### config.mk
export PLATFORM = sky130hd
export DESIGN_NAME = poly_voice_allocator
export DESIGN_NICKNAME = d
export VERILOG_FILES = /design/src/rtl/poly_voice_allocator.sv
export SDC_FILE = /design/constraint.sdc
export NUM_CORES = 1
export LEC_CHECK = 0
export ABC_AREA = 1
export CAP_MARGIN = 20
export CORE_ASPECT_RATIO = 0.9
export CORE_MARGIN = 2
export CORE_UTILIZATION = 40
export DETAILED_ROUTE_END_ITERATION = 8
export PLACE_DENSITY = 0.66
export SYNTH_ARGS = -nofsm -noshare
export SYNTH_HDL_FRONTEND = slang
export SYNTH_SLANG_ARGS = --single-unit
### constraint.sdc
create_clock -name clk_in -period 4.7 [get_ports clk_in]
set_input_delay 0.94 -clock clk_in [delete_from_list [all_inputs] [get_ports clk_in]]
set_output_delay 0.94 -clock clk_in [all_outputs]
set_load 0.01 [all_outputs]
### src/rtl/poly_voice_allocator.sv
// Polyphonic key-to-voice allocator: per-key sync + debounce, event queue,
// voice assignment with oldest-voice stealing.
//
// Ports:
//   clk_in           system clock
//   rst_n_in         asynchronous active-low reset
//   key_in           raw key levels, 1 = pressed, asynchronous
//   note_out         voice v note index at [v*KEY_W +: KEY_W]
//   gate_out         1 while voice v holds a key
//   trigger_out      one-cycle pulse when voice v is (re)assigned
//   active_count_out number of gated voices (registered)
module poly_voice_allocator #(
    parameter int NUM_KEYS        = 16,
    parameter int NUM_VOICES      = 4,
    parameter int DEBOUNCE_CYCLES = 1_000_000,
    localparam int KEY_W = $clog2(NUM_KEYS),
    localparam int AGE_W = $clog2(NUM_VOICES),
    localparam int CNT_W = $clog2(NUM_VOICES + 1),
    localparam int DB_W  = $clog2(DEBOUNCE_CYCLES + 1)
) (
    input  logic                        clk_in,
    input  logic                        rst_n_in,
    input  logic [NUM_KEYS-1:0]         key_in,
    output logic [NUM_VOICES*KEY_W-1:0] note_out,
    output logic [NUM_VOICES-1:0]       gate_out,
    output logic [NUM_VOICES-1:0]       trigger_out,
    output logic [CNT_W-1:0]            active_count_out
);

    logic [NUM_KEYS-1:0] sync1, sync2, clean, clean_d;
    logic [DB_W-1:0]     db_cnt [NUM_KEYS];
    logic [NUM_KEYS-1:0] press_pend, release_pend;
    logic [NUM_KEYS-1:0] press_nxt, release_nxt;
    logic [NUM_KEYS-1:0] rise, fall;
    logic [NUM_KEYS-1:0] rel_mask, prs_mask, svc_mask;
    logic                is_rel, is_prs;
    logic [KEY_W-1:0]    svc_key;

    logic [KEY_W-1:0]      note_r [NUM_VOICES];
    logic [KEY_W-1:0]      note_n [NUM_VOICES];
    logic [AGE_W-1:0]      age_r  [NUM_VOICES];
    logic [AGE_W-1:0]      age_n  [NUM_VOICES];
    logic [NUM_VOICES-1:0] gate_r, gate_n, trig_r, trig_n;
    logic [NUM_VOICES-1:0] tgt_mask;
    logic [AGE_W-1:0]      tgt_age;
    logic                  have_free;
    logic [CNT_W-1:0]      cnt_r, cnt_n;

    // Synchroniser and per-key debouncer.
    always_ff @(posedge clk_in or negedge rst_n_in) begin
        if (!rst_n_in) begin
            sync1   <= '0;
            sync2   <= '0;
            clean   <= '0;
            clean_d <= '0;
            for (int k = 0; k < NUM_KEYS; k++) db_cnt[k] <= '0;
        end else begin
            sync1   <= key_in;
            sync2   <= sync1;
            clean_d <= clean;
            for (int k = 0; k < NUM_KEYS; k++) begin
                if (sync2[k] == clean[k]) begin
                    db_cnt[k] <= '0;
                end else if (db_cnt[k] == DB_W'(DEBOUNCE_CYCLES - 1)) begin
                    db_cnt[k] <= '0;
                    clean[k]  <= ~clean[k];
                end else begin
                    db_cnt[k] <= db_cnt[k] + 1'b1;
                end
            end
        end
    end

    assign rise = clean & ~clean_d;
    assign fall = ~clean & clean_d;

    // Event selection: releases beat presses, lowest key first.
    // x & -x isolates the lowest set bit.
    always_comb begin
        rel_mask = release_pend & (~release_pend + 1'b1);
        prs_mask = press_pend & (~press_pend + 1'b1);
        is_rel   = |release_pend;
        is_prs   = !is_rel && (|press_pend);
        svc_mask = is_rel ? rel_mask : prs_mask;
        svc_key  = '0;
        for (int k = 0; k < NUM_KEYS; k++)
            if (svc_mask[k]) svc_key = KEY_W'(k);
        press_nxt   = press_pend;
        release_nxt = release_pend;
        if (is_rel) release_nxt = release_nxt & ~svc_mask;
        if (is_prs) press_nxt   = press_nxt & ~svc_mask;
        // New edges applied after the clear so the latest event wins.
        press_nxt   = (press_nxt | rise) & ~fall;
        release_nxt = (release_nxt | fall) & ~rise;
    end

    // Target voice: lowest free, else the oldest (age == NUM_VOICES-1).
    always_comb begin
        tgt_mask  = '0;
        tgt_age   = '0;
        have_free = 1'b0;
        for (int v = NUM_VOICES - 1; v >= 0; v--) begin
            if (!gate_r[v]) begin
                tgt_mask  = '0;
                tgt_mask[v] = 1'b1;
                tgt_age   = age_r[v];
                have_free = 1'b1;
            end
        end
        if (!have_free) begin
            for (int v = 0; v < NUM_VOICES; v++) begin
                if (age_r[v] == AGE_W'(NUM_VOICES - 1)) begin
                    tgt_mask    = '0;
                    tgt_mask[v] = 1'b1;
                    tgt_age     = age_r[v];
                end
            end
        end
    end

    always_comb begin
        gate_n = gate_r;
        trig_n = '0;
        cnt_n  = '0;
        for (int v = 0; v < NUM_VOICES; v++) begin
            note_n[v] = note_r[v];
            age_n[v]  = age_r[v];
        end
        if (is_rel) begin
            for (int v = 0; v < NUM_VOICES; v++)
                if (gate_r[v] && note_r[v] == svc_key) gate_n[v] = 1'b0;
        end
        if (is_prs) begin
            for (int v = 0; v < NUM_VOICES; v++) begin
                if (tgt_mask[v]) begin
                    note_n[v] = svc_key;
                    gate_n[v] = 1'b1;
                    trig_n[v] = 1'b1;
                    age_n[v]  = '0;
                end else if (age_r[v] < tgt_age) begin
                    age_n[v] = age_r[v] + 1'b1;
                end
            end
        end
        for (int v = 0; v < NUM_VOICES; v++)
            cnt_n = cnt_n + CNT_W'(gate_n[v]);
    end

    always_ff @(posedge clk_in or negedge rst_n_in) begin
        if (!rst_n_in) begin
            press_pend   <= '0;
            release_pend <= '0;
            gate_r       <= '0;
            trig_r       <= '0;
            cnt_r        <= '0;
            for (int v = 0; v < NUM_VOICES; v++) begin
                note_r[v] <= '0;
                age_r[v]  <= AGE_W'(v);
            end
        end else begin
            press_pend   <= press_nxt;
            release_pend <= release_nxt;
            gate_r       <= gate_n;
            trig_r       <= trig_n;
            cnt_r        <= cnt_n;
            for (int v = 0; v < NUM_VOICES; v++) begin
                note_r[v] <= note_n[v];
                age_r[v]  <= age_n[v];
            end
        end
    end

    always_comb begin
        note_out = '0;
        for (int v = 0; v < NUM_VOICES; v++)
            note_out[v*KEY_W +: KEY_W] = note_r[v];
    end

    assign gate_out         = gate_r;
    assign trigger_out      = trig_r;
    assign active_count_out = cnt_r;

endmodule

## Word level (Yosys, flattened, before mapping)

Index checks and enable logic that the tools add are counted.

| cells by class | value |
|---|---|
| $add $sub $neg | 25 |
| multiply operators | 0 |
| divide/modulo/power cells | 0 |
| magnitude comparators | 4 |
| equal/unequal tests | 40 |
| shifts and indexed selects | 0 |
| mux-type cells | 95 |
| bitwise logic cells | 49 |
| reductions and logical operators | 36 |

Operator list:

| operator | count |
|---|---|
| two-way mux 20 bit | 32 |
| adder 20 x 1 -> 20 bit (second input constant) | 16 |
| == test 20 bit (second input constant) | 16 |
| bitwise AND 16 bit | 8 |
| inverter 16 bit | 7 |
| two-way mux 4 bit | 26 |
| two-way mux 16 bit | 3 |
| AND reduction 2 bit | 24 |
| two-way mux 2 bit | 17 |
| adder 16 x 1 -> 16 bit (second input constant) | 2 |
| inverter 1 bit | 32 |
| bitwise OR 16 bit | 2 |
| OR reduction 16 bit | 2 |
| two-way mux 1 bit | 17 |
| == test 1 bit | 16 |
| == test 4 bit | 4 |
| adder 2 x 1 -> 2 bit (second input constant) | 4 |
| == test 2 bit (second input constant) | 4 |
| less-than comparator 2 bit | 4 |
| nonzero test 2 bit | 4 |
| logical AND 1 bit | 5 |
| adder 2 x 1 -> 3 bit | 1 |
| adder 3 x 1 -> 3 bit | 1 |
| adder 1 x 1 -> 2 bit | 1 |
| zero test 1 bit | 1 |

| word-level totals | value |
|---|---|
| register bits after elaboration | 451 |
| bits in latches | 0 |
| bits in writable memories | 0 |
| bits in read-only memories | 0 |
| word-level logic and storage cells | 297 |
| memories | 0 |

## Logic depth before layout (Yosys ltp)

| logic depth | value |
|---|---|
| depth in word-level cells | 28 |
| gate-level depth with buffers | 19 |

## Worst setup path after synthesis

No wires, ideal clock.

| path | value |
|---|---|
| path type | register to register |
| start point | register release_pend[8] |
| end point | register cnt_r[1] (netlist: active_count_out[1]) |
| library setup time | 126 ps |
| arrival time | 2719 ps |
| required time | 4574 ps |
| setup slack | 1855 ps |
| cell stages (with the launch flop) | 19 |
| buffers on the path | 1 |
| cells stage by stage | dfrtp_1 -> nor2_2 -> nand2_2 -> nor2_4 -> nand2_2 -> buf_6 -> nand3b_2 -> nand2_2 -> nor2_4 -> nand2_4 -> nand2_1 -> nand2_1 -> nor2_2 -> nand4_1 -> nand2_1 -> nand2_1 -> fa_1 -> ha_1 -> ha_1 |

| between the ends | value |
|---|---|
| cells in the longest elaborated chain, start to end | 26 |
| elaborated cells on any way between the ends | 43 |

RTL lines:

| element | line | text |
|---|---|---|
| start, declared | 32 | `logic [NUM_KEYS-1:0] press_pend, release_pend;` |
| start signal, assigned | 162 | `release_pend <= release_nxt;` |
| OR reduction 16 bit | 82 | `is_rel = \|release_pend;` |
| two-way mux 16 bit | 84 | `svc_mask = is_rel ? rel_mask : prs_mask;` |
| two-way mux 1 bit | 87 | `if (svc_mask[k]) svc_key = KEY_W'(k);` |
| two-way mux 4 bit (14 in series) | 87 |  |
| == test 4 bit | 131 | `if (gate_r[v] && note_r[v] == svc_key) gate_n[v] = 1'b0;` |
| logical AND 1 bit | 131 |  |
| two-way mux 1 bit | 131 |  |
| two-way mux 4 bit | 129 | `if (is_rel) begin` |
| two-way mux 1 bit | 135 | `if (tgt_mask[v]) begin` |
| two-way mux 4 bit * | 133 | `if (is_prs) begin` |
| net gate_n[0] | 43 | `logic [NUM_VOICES-1:0] gate_r, gate_n, trig_r, trig_n;` |
| adder 1 x 1 -> 2 bit * | 146 | `cnt_n = cnt_n + CNT_W'(gate_n[v]);` |
| adder 2 x 1 -> 3 bit * | 146 |  |
| adder 3 x 1 -> 3 bit * | 146 |  |
| net cnt_n[1] | 47 | `logic [CNT_W-1:0] cnt_r, cnt_n;` |
| end signal, assigned | 165 | `cnt_r <= cnt_n;` |
| end, declared | 47 |  |

Mark *: on every way through the listed nets, which the timed path passes. The rest lies on a longest branch.
A chain may end at the register's enable or synchronous reset.

## Worst setup path in the final report

| path | value |
|---|---|
| start point | register release_pend[1] |
| end point | register cnt_r[1] (netlist: active_count_out[1]) |

| between the ends | value |
|---|---|
| elaborated cells on any way between the ends | 43 |

RTL lines:

| element | line | text |
|---|---|---|
| inverter 16 bit | 80 | `rel_mask = release_pend & (~release_pend + 1'b1);` |
| adder 16 x 1 -> 16 bit | 80 |  |
| bitwise AND 16 bit | 80 |  |
| two-way mux 16 bit | 84 |  |
| two-way mux 1 bit | 87 |  |
| two-way mux 4 bit (14 in series) | 87 |  |
| == test 4 bit | 131 |  |
| logical AND 1 bit | 131 |  |
| two-way mux 1 bit | 131 |  |
| two-way mux 4 bit | 129 |  |
| two-way mux 1 bit | 135 |  |
| two-way mux 4 bit * | 133 |  |
| net gate_n[3] | 43 |  |
| adder 3 x 1 -> 3 bit * | 146 |  |
| net cnt_n[1] | 47 |  |

Marks and branches as above.

==> reports/metrics.yaml <==
status: "finished clean"
hp-class: "primary input to asynchronous set/reset pin"
synth_nets: 2610
synthesis.area_sq_um: 22100
finalMaxSlewViolations: 0
max_freq_mhz: 279
cap_violations: 0
numCtsBuffers: 48
rr_startpoint: "release_pend[1]"
setup_tns_ns: 0
setup_viol: 0
dr.pass1.iters: 5
clock-root-buffer: "clkbuf_16"
pre_cts_ws_ns: 1.13
cp.arrival_ns: 4.06
crit_path_end_kind: "register"
skew_ns: 0.0230
cp.required_ns: 5.17
routed_wirelength_um: 44600
tightest_slew_ns: 0.773
layout-drive-gt1-share: 0.0874
synth.distinct_cells: 60
grt_start_max_net_pins: 133
final_cell_mix: "447 x dfrtp_1, 389 x inv_1, 374 x nand2_1"
ctsResizeCount: 0
timing.slew.headroom: 0.479
ioPinCount: 45
ir_worst_vdd_mv: 0.294
grt_pass1_vias: 16718
hold_viol: 0
synthCells: 2565
area_growth_pct: 13.7
startpoint_type: "register"
ant_nets: 0
syn_avg_cell_area_sq_um: 8.61
ys_seq_elements: 451
postCtsSetupRepairBufs: 0
via_count: 16983
tritoncts: "yes"
dpl.hpwl_um: 31700
nNetsFinal: 2694
rows: 81
r2r_cells: 17
synthArstFlopShare: 1.00
cellPowerDensity_nw_per_um2: 327
start_util: 0.406
wl_per_cell_um: 13.1
setup_slack_ns: 1.11
ys_seq_area_frac: 0.511
total_power_uw: 8220
grt_overflow: 0
post-route-min-period_ns: 3.59
reg2reg_slack_ns: 1.11
drc: 0
crit_type: "register to register"
clkSinkCount: 451
synth_top_flop_cell: "dfrtp_1"
antenna_found_initial: 0
gp_congestion: 0.889
holdWs_ns: 0.320
dieArea_sq_um: 57100
rsz0062_at_grt: "false"
post-route-period-util: 0.764
cts_hold_buf: 0
die_w_um: 252
fillCellCount: 5064
ys_warn_count: 0
drt_iter0_markers: 1031
port_buffers: 44
r2r_end: "active_count_out[1]"
diodes: 0
path_max_fanout: 13
grt_pass1_wl_um: 77800
grt_use_total: 0.161
htreeDepth: 2
synth_edf_count: 0
core_area_sq_um: 54400
path_clk_slew_ns: 0.06
clk_latency_ns: 0.59
via_per_inst: 5.01
clockBufferDepth: 3
layout_commonest_cell: "dfrtp_1"
die_y_um: 227
leakage_uw: 0.0111
==> kinds of logic after synthesis <==
kind of cell	count (synthesis)	synth area share
AO/OA/AOI/OAI	319	0.0828
XOR/XNOR	87	0.0349
adder cells (fa/ha/maj)	28	0.0161
buffers and inverters	407	0.0699
flip-flops	451	0.511
multiplexers	13	0.00663
AND/OR/NAND/NOR	1260	0.278
==> worst max-delay path, stage by stage, from the launching register on <==
cell and delay [ns]:
dfrtp_1 0.41, nor2_4 0.24, nand2_2 0.14, nor2_4 0.32, nand2_2 0.30, inv_1 0.24
nand4_1 0.18, nand2_2 0.14, nor2_2 0.08, nand3_4 0.12, nand2_1 0.06, nand2_1 0.06
nand3_1 0.08, nand2_1 0.06, nand2_1 0.08, fa_1 0.47, ha_1 0.22, ha_1 0.27
==> layout make-up <==
type	count	area [sq um]	share of cell area
multi-input cells	1707	9240	0.368
flip-flops and latches	451	11300	0.450
well taps	705	882	0.0351
clock buffers	70	1440	0.0572
repair buffers	48	513	0.0204
clock inverters	19	265	0.0106
inverters	393	1480	0.0588
==> synth_stat cells, types with 3 or more instances <==
cell / n / area (sq um)
a31oi_1: 20 / 125
nor3_2: 21 / 210
nor2_1: 367 / 1380
a31o_2: 6 / 52.6
nand2_2: 12 / 75.1
nand2_1: 374 / 1400
nand3_2: 14 / 140
o21a_1: 16 / 120
xnor2_1: 34 / 298
clkbuf_1: 9 / 33.8
or2_2: 12 / 75.1
and3_1: 10 / 62.6
o21ai_1: 5 / 25.0
nor2_2: 30 / 188
a21oi_1: 136 / 681
nor3_1: 105 / 526
nor4_4: 4 / 85.1
ha_1: 26 / 325
o21ai_0: 92 / 460
a22oi_1: 5 / 37.5
nand3_1: 134 / 671
nor3b_2: 6 / 75.1
nand3b_1: 4 / 30.0
nand4_1: 73 / 457
nand2_4: 3 / 33.8
a211oi_1: 13 / 97.6
dfrtp_1: 447 / 11200
nor3_4: 5 / 81.3
xor2_1: 52 / 455
mux2_2: 13 / 146
inv_1: 389 / 1460
dfstp_2: 4 / 105
nor2_4: 8 / 90.1
nor3b_1: 37 / 278
o211ai_1: 6 / 45.0
nor4_1: 37 / 231
==> layer usage <==
layer  vias up  global-route usage  share of wire  wire length, um
met5         -                   0              0                0
met4         0              0.0434          0.020              872
met3        63              0.0297          0.044             1960
met2       258               0.261           0.45            20200
met1      8058               0.222           0.48            21500
li1       8604                   -              -                -
==> how the worst max path moves through the flow <==
stage	startpoint	to	slack (ns)
2_1_floorplan	release_pend[8]	active_count_out[1]	1.85
3_3_place_gp	release_pend[1]	active_count_out[1]	1.19
3_5_place_dp	release_pend[1]	active_count_out[1]	1.13
4_1_cts	release_pend[1]	active_count_out[1]	1.12
5_1_grt	release_pend[1]	active_count_out[1]	0.83
6_report	release_pend[1]	active_count_out[1]	1.11
==> registers in the layout, summed over array words and instances, names as in the netlist <==
| name | flops |
|---|---|
| active_count_out | 3 |
| age_r | 8 |
| clean | 16 |
| clean_d | 16 |
| db_cnt | 320 |
| gate_out | 4 |
| note_out | 16 |
| press_pend | 16 |
| release_pend | 16 |
| sync1 | 16 |
| sync2 | 16 |
| trigger_out | 4 |
==> per-stage QoR <==
step	cell area [sq um]	util	cells
after floorplan	22100	-	2565
after global placement	23400	0.430	3304
after detailed placement	23400	0.430	3304
after CTS	25100	0.461	3393
after global routing	25100	0.461	3393
final	25100	0.461	3393
==> power breakdown <==
part           switching (uW)  internal [uW]  leakage, uW
Combinational             161           65.3      0.00414
Sequential               33.6           3930      0.00617
Clock                    1580           2450     0.000838
Note: power is estimated with default switching activity, not from simulation.
